$ cat src/rtl/sweep_scheduler.sv
// Frequency-sweep sequencer: settle, N averaged measurements per point, FIFO of records.
// Optional SWEEP_TIMEOUT_EN adds a meas_done watchdog that stores an error sentinel.
module sweep_scheduler #(
  parameter int ADDR_WIDTH     = 8,
  parameter int RES_WIDTH      = 32,
  parameter int AVG_LOG2       = 2,
  parameter int SETTLE_CYCLES  = 1250,
  parameter int FIFO_DEPTH     = 16
`ifdef SWEEP_TIMEOUT_EN
  ,
  parameter int TIMEOUT_CYCLES = 2**20
`endif
) (
  input  logic                  clk125,
  input  logic                  areset_n,
  input  logic                  sweep_start,
  input  logic                  sweep_abort,
  input  logic [ADDR_WIDTH-1:0] first_pt,
  input  logic [ADDR_WIDTH-1:0] last_pt,
  output logic                  meas_req,
  output logic [ADDR_WIDTH-1:0] meas_addr,
  input  logic                  meas_done,
  input  logic [RES_WIDTH-1:0]  meas_mod,
  input  logic [RES_WIDTH-1:0]  meas_phase,
  output logic                  res_valid,
  input  logic                  res_ready,
  output logic [ADDR_WIDTH-1:0] res_addr,
  output logic [RES_WIDTH-1:0]  res_mod,
  output logic [RES_WIDTH-1:0]  res_phase,
  output logic                  busy,
  output logic                  sweep_done
);

  localparam int ACC_W = RES_WIDTH + AVG_LOG2;
  localparam int REP_W = (AVG_LOG2 > 0) ? AVG_LOG2 : 1;
  localparam logic [REP_W-1:0] REP_LAST =
    REP_W'((1 << AVG_LOG2) - 1);
  localparam int SET_W = $clog2(SETTLE_CYCLES + 1);
  localparam logic [SET_W-1:0] SET_LAST =
    SET_W'(SETTLE_CYCLES - 1);
  localparam int PTR_W = $clog2(FIFO_DEPTH);
  localparam logic [PTR_W:0] FULL_CNT =
    (PTR_W+1)'(FIFO_DEPTH);

  typedef enum logic [2:0] {
    S_IDLE, S_SETTLE, S_REQ, S_WAIT, S_STORE, S_DONE
  } state_t;

  state_t state, state_d;
  logic start_q, start_edge;
  logic [ADDR_WIDTH-1:0] addr_q, last_q;
  logic signed [ACC_W-1:0] acc_mod, acc_ph;
  logic [REP_W-1:0] rep;
  logic [SET_W-1:0] set_cnt;
  logic acc_en, push, pop, full;
  logic [RES_WIDTH-1:0] push_mod, push_ph;

  logic [ADDR_WIDTH-1:0] mem_addr [FIFO_DEPTH];
  logic [RES_WIDTH-1:0]  mem_mod  [FIFO_DEPTH];
  logic [RES_WIDTH-1:0]  mem_ph   [FIFO_DEPTH];
  logic [PTR_W-1:0] wr_ptr, rd_ptr;
  logic [PTR_W:0]   cnt;

`ifdef SWEEP_TIMEOUT_EN
  localparam int WD_W = $clog2(TIMEOUT_CYCLES + 1);
  localparam logic [WD_W-1:0] WD_LAST =
    WD_W'(TIMEOUT_CYCLES - 1);
  logic [WD_W-1:0] wd;
  logic to_hit, to_flag;
`endif

  assign start_edge = sweep_start & ~start_q;
  assign full       = (cnt == FULL_CNT);
  assign res_valid  = (cnt != '0);
  assign pop        = res_valid & res_ready;
  assign meas_addr  = addr_q;
  assign sweep_done = (state == S_DONE);
  assign busy       = (state == S_SETTLE) || (state == S_REQ) ||
                      (state == S_WAIT)   || (state == S_STORE);

  always_comb begin
    push_mod = RES_WIDTH'(acc_mod >>> AVG_LOG2);
    push_ph  = RES_WIDTH'(acc_ph >>> AVG_LOG2);
`ifdef SWEEP_TIMEOUT_EN
    if (to_flag) begin
      push_mod = {1'b0, {(RES_WIDTH-1){1'b1}}};
      push_ph  = '0;
    end
`endif
  end

  always_comb begin
    state_d  = state;
    meas_req = 1'b0;
    acc_en   = 1'b0;
    push     = 1'b0;
`ifdef SWEEP_TIMEOUT_EN
    to_hit   = 1'b0;
`endif
    unique case (state)
      S_IDLE:
        if (start_edge)
          state_d = (first_pt > last_pt) ? S_DONE : S_SETTLE;
      S_SETTLE:
        if (sweep_abort) state_d = S_IDLE;
        else if (set_cnt == SET_LAST) state_d = S_REQ;
      S_REQ: begin
        meas_req = 1'b1;
        state_d  = sweep_abort ? S_IDLE : S_WAIT;
      end
      S_WAIT:
        if (sweep_abort) state_d = S_IDLE;
        else if (meas_done) begin
          acc_en  = 1'b1;
          state_d = (rep == REP_LAST) ? S_STORE : S_REQ;
        end
`ifdef SWEEP_TIMEOUT_EN
        else if (wd == WD_LAST) begin
          to_hit  = 1'b1;
          state_d = S_STORE;
        end
`endif
      S_STORE:
        if (sweep_abort) state_d = S_IDLE;
        else if (!full || pop) begin
          push    = 1'b1;
          state_d = (addr_q == last_q) ? S_DONE : S_SETTLE;
        end
      S_DONE:  state_d = S_IDLE;
      default: state_d = S_IDLE;
    endcase
  end

  always_ff @(posedge clk125 or negedge areset_n) begin
    if (!areset_n) state <= S_IDLE;
    else           state <= state_d;
  end

  always_ff @(posedge clk125 or negedge areset_n) begin
    if (!areset_n) begin
      start_q <= 1'b0;
      addr_q  <= '0;
      last_q  <= '0;
      acc_mod <= '0;
      acc_ph  <= '0;
      rep     <= '0;
      set_cnt <= '0;
    end else begin
      start_q <= sweep_start;
      set_cnt <= (state == S_SETTLE && state_d == S_SETTLE) ?
                 set_cnt + 1'b1 : '0;
      if (state == S_IDLE && start_edge) begin
        last_q  <= last_pt;
        acc_mod <= '0;
        acc_ph  <= '0;
        rep     <= '0;
        if (first_pt <= last_pt) addr_q <= first_pt;
      end
      if (acc_en) begin
        acc_mod <= acc_mod + ACC_W'(signed'(meas_mod));
        acc_ph  <= acc_ph + ACC_W'(signed'(meas_phase));
        if (rep != REP_LAST) rep <= rep + 1'b1;
      end
      // DONE is decided before the increment, so the index never wraps
      if (push && addr_q != last_q) begin
        addr_q  <= addr_q + 1'b1;
        acc_mod <= '0;
        acc_ph  <= '0;
        rep     <= '0;
      end
    end
  end

`ifdef SWEEP_TIMEOUT_EN
  always_ff @(posedge clk125 or negedge areset_n) begin
    if (!areset_n) begin
      wd      <= '0;
      to_flag <= 1'b0;
    end else begin
      wd <= (state == S_WAIT && state_d == S_WAIT) ?
            wd + 1'b1 : '0;
      if (state == S_IDLE) to_flag <= 1'b0;
      else if (to_hit)     to_flag <= 1'b1;
      else if (push)       to_flag <= 1'b0;
    end
  end
`endif

  always_ff @(posedge clk125 or negedge areset_n) begin
    if (!areset_n) begin
      wr_ptr <= '0;
      rd_ptr <= '0;
      cnt    <= '0;
    end else begin
      if (push) wr_ptr <= wr_ptr + 1'b1;
      if (pop)  rd_ptr <= rd_ptr + 1'b1;
      case ({push, pop})
        2'b10:   cnt <= cnt + 1'b1;
        2'b01:   cnt <= cnt - 1'b1;
        default: cnt <= cnt;
      endcase
    end
  end

  always_ff @(posedge clk125) begin
    if (push) begin
      mem_addr[wr_ptr] <= addr_q;
      mem_mod[wr_ptr]  <= push_mod;
      mem_ph[wr_ptr]   <= push_ph;
    end
  end

  // head is masked so the record outputs read 0 while empty
  assign res_addr  = res_valid ? mem_addr[rd_ptr] : '0;
  assign res_mod   = res_valid ? mem_mod[rd_ptr]  : '0;
  assign res_phase = res_valid ? mem_ph[rd_ptr]   : '0;

endmodule

$ cat config.mk
export PLATFORM = sky130hd
export DESIGN_NAME = sweep_scheduler
export DESIGN_NICKNAME = d
export VERILOG_FILES = /design/src/rtl/sweep_scheduler.sv
export SDC_FILE = /design/constraint.sdc
export NUM_CORES = 2
export LEC_CHECK = 0
export ABC_AREA = 0
export CAP_MARGIN = 20
export CORE_AREA = 2 2 389 391
export CTS_CLUSTER_SIZE = 20
export DETAILED_ROUTE_END_ITERATION = 16
export DIE_AREA = 0 0 391 393
export SYNTH_ARGS = -nofsm -noshare
export SYNTH_HDL_FRONTEND = slang
export SYNTH_SLANG_ARGS = --single-unit
$ cat constraint.sdc
create_clock -name clk125 -period 4.7 [get_ports clk125]
set_input_delay 0.47 -clock clk125 [delete_from_list [all_inputs] [get_ports clk125]]
set_output_delay 0.47 -clock clk125 [all_outputs]
set_load 0.03 [all_outputs]
== After elaboration in Yosys (flattened, before gate mapping) ==
Memory sizes are Yosys's and may differ from the RTL's.
Index checks and enable logic that the tools add are counted.
Widths: inputs -> output; s select.
Storage, ports and cells
  RAM bits: 1152
  memories kept: 3
  register bits: 114
  input port bits: 86
  output and inout bits: 84
  word-level logic and storage cells: 95
Memories
  mem_mod: depth 16, bits a word 32, rd ports 1, clocked after Yosys merged registers in 0, wr ports 1, RTL line 59  | logic [RES_WIDTH-1:0] mem_mod [FIFO_DEPTH];
  mem_ph: depth 16, bits a word 32, rd ports 1, clocked after Yosys merged registers in 0, wr ports 1, RTL line 60  | logic [RES_WIDTH-1:0] mem_ph [FIFO_DEPTH];
  mem_addr: depth 16, bits a word 8, rd ports 1, clocked after Yosys merged registers in 0, wr ports 1, RTL line 58  | logic [ADDR_WIDTH-1:0] mem_addr [FIFO_DEPTH];
Operators by class
  bitwise gates (word level): 3
  eq/ne operators: 14
  multiplexer cells: 38
  $add $sub $neg: 9
  reductions and logical operators: 15
  magnitude comparators: 2
Operators by type and width (count)
  $mux 34: 5
  $add 34x32->34: 2
  $mux 32: 2
  $mux 8: 4
  $mux 3: 10
  $pmux 3 s5: 1
  $add 11x1->11 const B: 1
  $eq 11x11->1 const B: 1
  $mux 11: 1
  $mux 2: 5
  $pmux 5 s2: 1
  $mux 1: 9
  $add 4x1->4 const B: 2
  $add 8x1->8 const B: 1
  $eq 8x8->1: 1
  $gt 8x8->1: 1
  $le 8x8->1: 1
  $ne 8x8->1: 1
  $eq 3x1->1 const B: 2
  $eq 3x2->1 const B: 2
  $eq 3x3->1 const B: 2
  $reduce_bool 2->1: 3
  $add 5x1->5 const B: 1
  $eq 5x5->1 const B: 1
  14 further kinds: 21

== Depth between registers and ports, before layout ==
  depth in word-level cells: 9
  mapped depth: 14
  gate-level depth less buffers: 14

== Least setup slack after synthesis ==
No wires, ideal clock.
  path kind: register -> register
  start point: register state[2]
  end point: memory mem_addr[0][0], enable pin
  setup time: 438 ps
  path buffers: 1
  cell stages (with the launch flop): 7
  slack: 1098 ps
  period minus slack after synthesis: 3602 ps
  arrival: 3165 ps
  required time: 4262 ps
  cells stage by stage: dfrtp_1 clkbuf_1 nand2_1 nor4_2 inv_2 nor3_1 and2_1
On the way
  cells in the longest elaborated chain, start to end: 4
RTL lines
  start, declared: RTL line 49  | state_t state, state_d;
  start signal, assigned: RTL line 136  | else state <= state_d;
  $eq 3x3->1: RTL line 100  | unique case (state)
  $mux 1: RTL line 100
  $mux 1: RTL line 206  | if (push) begin
  $mux 1 (not written as such): RTL line 207  | mem_addr[wr_ptr] <= addr_q;
  end, declared: RTL line 58
Every way passes these cells.

== Worst setup path after layout ==
  start point: register rd_ptr[0]
  end point: output port res_phase[24]
On the way
  cells in the longest elaborated chain, start to end: 2
RTL lines
  start, declared: RTL line 61  | logic [PTR_W-1:0] wr_ptr, rd_ptr;
  start signal, assigned: RTL line 196  | if (pop) rd_ptr <= rd_ptr + 1'b1;
  $mem_v2 16x32
  $mux 32: RTL line 216  | assign res_phase = res_valid ? mem_ph[rd_ptr] : '0;
  end, declared: RTL line 29  | output logic [RES_WIDTH-1:0] res_phase,
Every way passes these cells.

==> results.yml <==
outcome:
  outcome: "finished clean"
critical_path:
  cpMaxStageDelayCell: "dfrtp_4"
  worst-path-buf-inv: 2
  crit_family: "multiplexers"
  crit_required_ps: 4230
  critPathLaunchType: "register"
  cp_slowest_stage_delay_ps: 840
  worst-r2r-cell-count: 10
  r2r-start: "acc_mod[3]"
  worstPathCellList: "buf_12, mux4_2, mux4_2, and2_1, clkdlybuf4s50_1"
  cp_common_cell: "mux4_2"
  endpoint_kind: "output port"
  reg2reg_to: "acc_mod[31]"
  crit_fanout: 40
  r2r_setup_slack_ps: 1000
  critPathArrivalTime_ps: 3990
  path_class: "reg2out"
yosys:
  synth_ff_type: "edfxtp_1"
  synth.avg_cell_area_um2: 19.5
  synth.distinct_cells: 70
  yosysSeqAreaShare: 0.718
  ys_warn_count: 0
  syn_inst: 2680
  synthesis.area_um2: 52100
  synth_async_sr_flop_share: 0.0900
  synth_seq_cells: 1266
  synth_edf_count: 1152
  syn-num-nets: 2856
hold_path:
  hp-start: "sweep_start"
  whs_path_depth: 1
  holdPathEnd: "start_q"
  min_path_type: "in2reg"
clocking:
  cts_root_buffer: "clkbuf_16"
  post_cts_resized: 0
  postCtsSetupBuffers: 0
  cts_buffers: 137
  clock_latency_ps: 760
  cts_sinks: 1266
  clk_pin_slew_ps: 50
  cts_tree: "built"
  cts.hold.buffers_added: 1
  clk_path_buf_depth: 3
  cts_htree_levels: 4
sta:
  relSlewSlack: 0.424
  rsz0062_at_grt: "no"
  hold_viol_final: 0
  setup_tns_ps: 0
  finalCritPeriodShare: 0.949
  slew_violations: 0
  post-route-min-period_ps: 4460
  setup_ws_ps: 238
  worst_pin_slew_ps: 864
  skew_ps: 34.6
  setup_viol: 0
  max_freq_mhz: 224
grt:
  grt_util_all_layers: 0.171
  antenna_found_initial: 12
  grt_pass1_vias: 27300
  overflow: 0
  grt_max_degree: 77
  grt_pass1_wl_um: 190000
drt:
  wirelength_um: 130000
  vias: 26700
  viasPerCell: 5.33
  first_pass_iters: 5
  avgRoutedWirePerCell_um: 26.1
  ant_nets: 0
  drtIter0Drc: 2485
  drc_errors: 0
die:
  die_area_um2: 154000
  core_area_um2: 149000
  initial_core_util: 0.349
  fp.dieH_um: 393
  rows: 142
  dieWidth_um: 391
  ios: 170
placed_design:
  post-dp-hpwl_um: 76600
  dp_slack_ps: 730
  dp_cells: 4753
  numPortBuffers: 169
  place.gp.congestion: 0.810
power_and_ir_drop:
  power_frac_clock: 0.316
  intPower_mw: 23.5
  total_power_mw: 33.4
  p_comb_frac: 0.302
  switching_share: 0.298
  p_sw_mw: 9.95
  leakagePower_nw: 21.7
  seqPwrFrac: 0.382
  peakVddDrop_mv: 0.355
  p_per_area_nw_per_um2: 543
layout:
  layout_commonest_cell: "edfxtp_1"
  layout-drive-gt1-share: 0.221
  fill_cells: 13100
  fin_cells: 5000
  final_nets: 3125
  final_cell_mix: "edfxtp_1, mux4_2, clkdlybuf4s50_1"
  areaGrowthSynthToFinish_pct: 17.9
flow_run:
  maxCapViolCount: 0
## power groups by stage
stage	clock network, mW	registers [mW]	logic, mW
2_1_floorplan	0	12.9	6.67
3_3_place_gp	0	13.0	10.3
3_5_place_dp	0	13.0	10.3
4_1_cts	10.8	12.8	10.4
5_1_grt	11.2	12.8	10.8
6_report	10.6	12.8	10.1
## worst max path at each step
| stage | start | cells past startpoint | end |
|---|---|---|---|
| after floorplan | state[2] | 6 | mem_addr[0][0] |
| after global placement | meas_phase[0] | 14 | acc_ph[32] |
| after detailed placement | meas_phase[0] | 14 | acc_ph[32] |
| after CTS | rd_ptr[0] | 5 | res_mod[1] |
| after global routing | rd_ptr[0] | 6 | res_mod[14] |
| final | rd_ptr[0] | 5 | res_phase[24] |
## area by class of cell
cell class / count / area, µm² / area share
clock buffers: 192 / 3800 / 0.0618
inverters: 35 / 131 / 0.00214
multi-input cells: 1249 / 14100 / 0.230
clock inverters: 53 / 617 / 0.0100
flip-flops and latches: 1266 / 37500 / 0.609
diodes: 1 / 2.50 / 0.0000407
well taps: 1944 / 2430 / 0.0396
repair buffers: 260 / 2930 / 0.0476
## through the flow
stage          hold slack [ps]  utilization  instance area [µm²]
3_5_place_dp               480        0.382                57100
4_1_cts                    162        0.412                61500
5_1_grt                    206        0.412                61500
2_1_floorplan              174            -                52100
6_report                   224        0.412                61500
3_3_place_gp               479        0.382                57100
## metal layers
metal | global-route usage | wire length (µm) | vias up
met3 | 0.0344 | 7880 | 147
met5 | 0 | 69 | -
met2 | 0.274 | 62500 | 746
met1 | 0.242 | 57700 | 14200
li1 | - | - | 11500
met4 | 0.0424 | 2260 | 10
## cell usage after synthesis (39+ instances only)
cell	instances	share of area
clkbuf_1	101	0.0073
and2_1	93	0.011
xnor2_1	46	0.0077
xor2_1	39	0.0066
o21ai_1	60	0.0058
a21o_1	43	0.0062
ha_1	87	0.021
nor2_1	67	0.0048
dfrtp_1	114	0.055
o21ai_0	43	0.0041
edfxtp_1	1152	0.66
a21oi_1	70	0.0067
mux4_2	360	0.16
nand2_1	116	0.0084
## registers in the layout (all words and copies together), names as in the netlist
register   cells
mem_addr     128
rep            2
rd_ptr         4
acc_ph        34
meas_addr      8
state          3
acc_mod       34
wr_ptr         4
mem_ph       512
cnt            5
last_q         8
set_cnt       11
start_q        1
mem_mod      512
## kinds of logic (layout without fill, tap and decap cells)
group                      Yosys count  count (layout)  share of synthesized area
DFF                               1266            1266                      0.718
and+or+nand+nor                    396             396                     0.0385
muxes                              367             367                      0.157
AOI/OAI and AO/OA                  311             311                     0.0380
buffers and inverters              165             540                     0.0121
adders and majority gates           90              90                     0.0220
xor gates and xnor gates            85              85                     0.0143
other                                0               1                          0
Note: power is estimated with default switching activity, not from simulation.
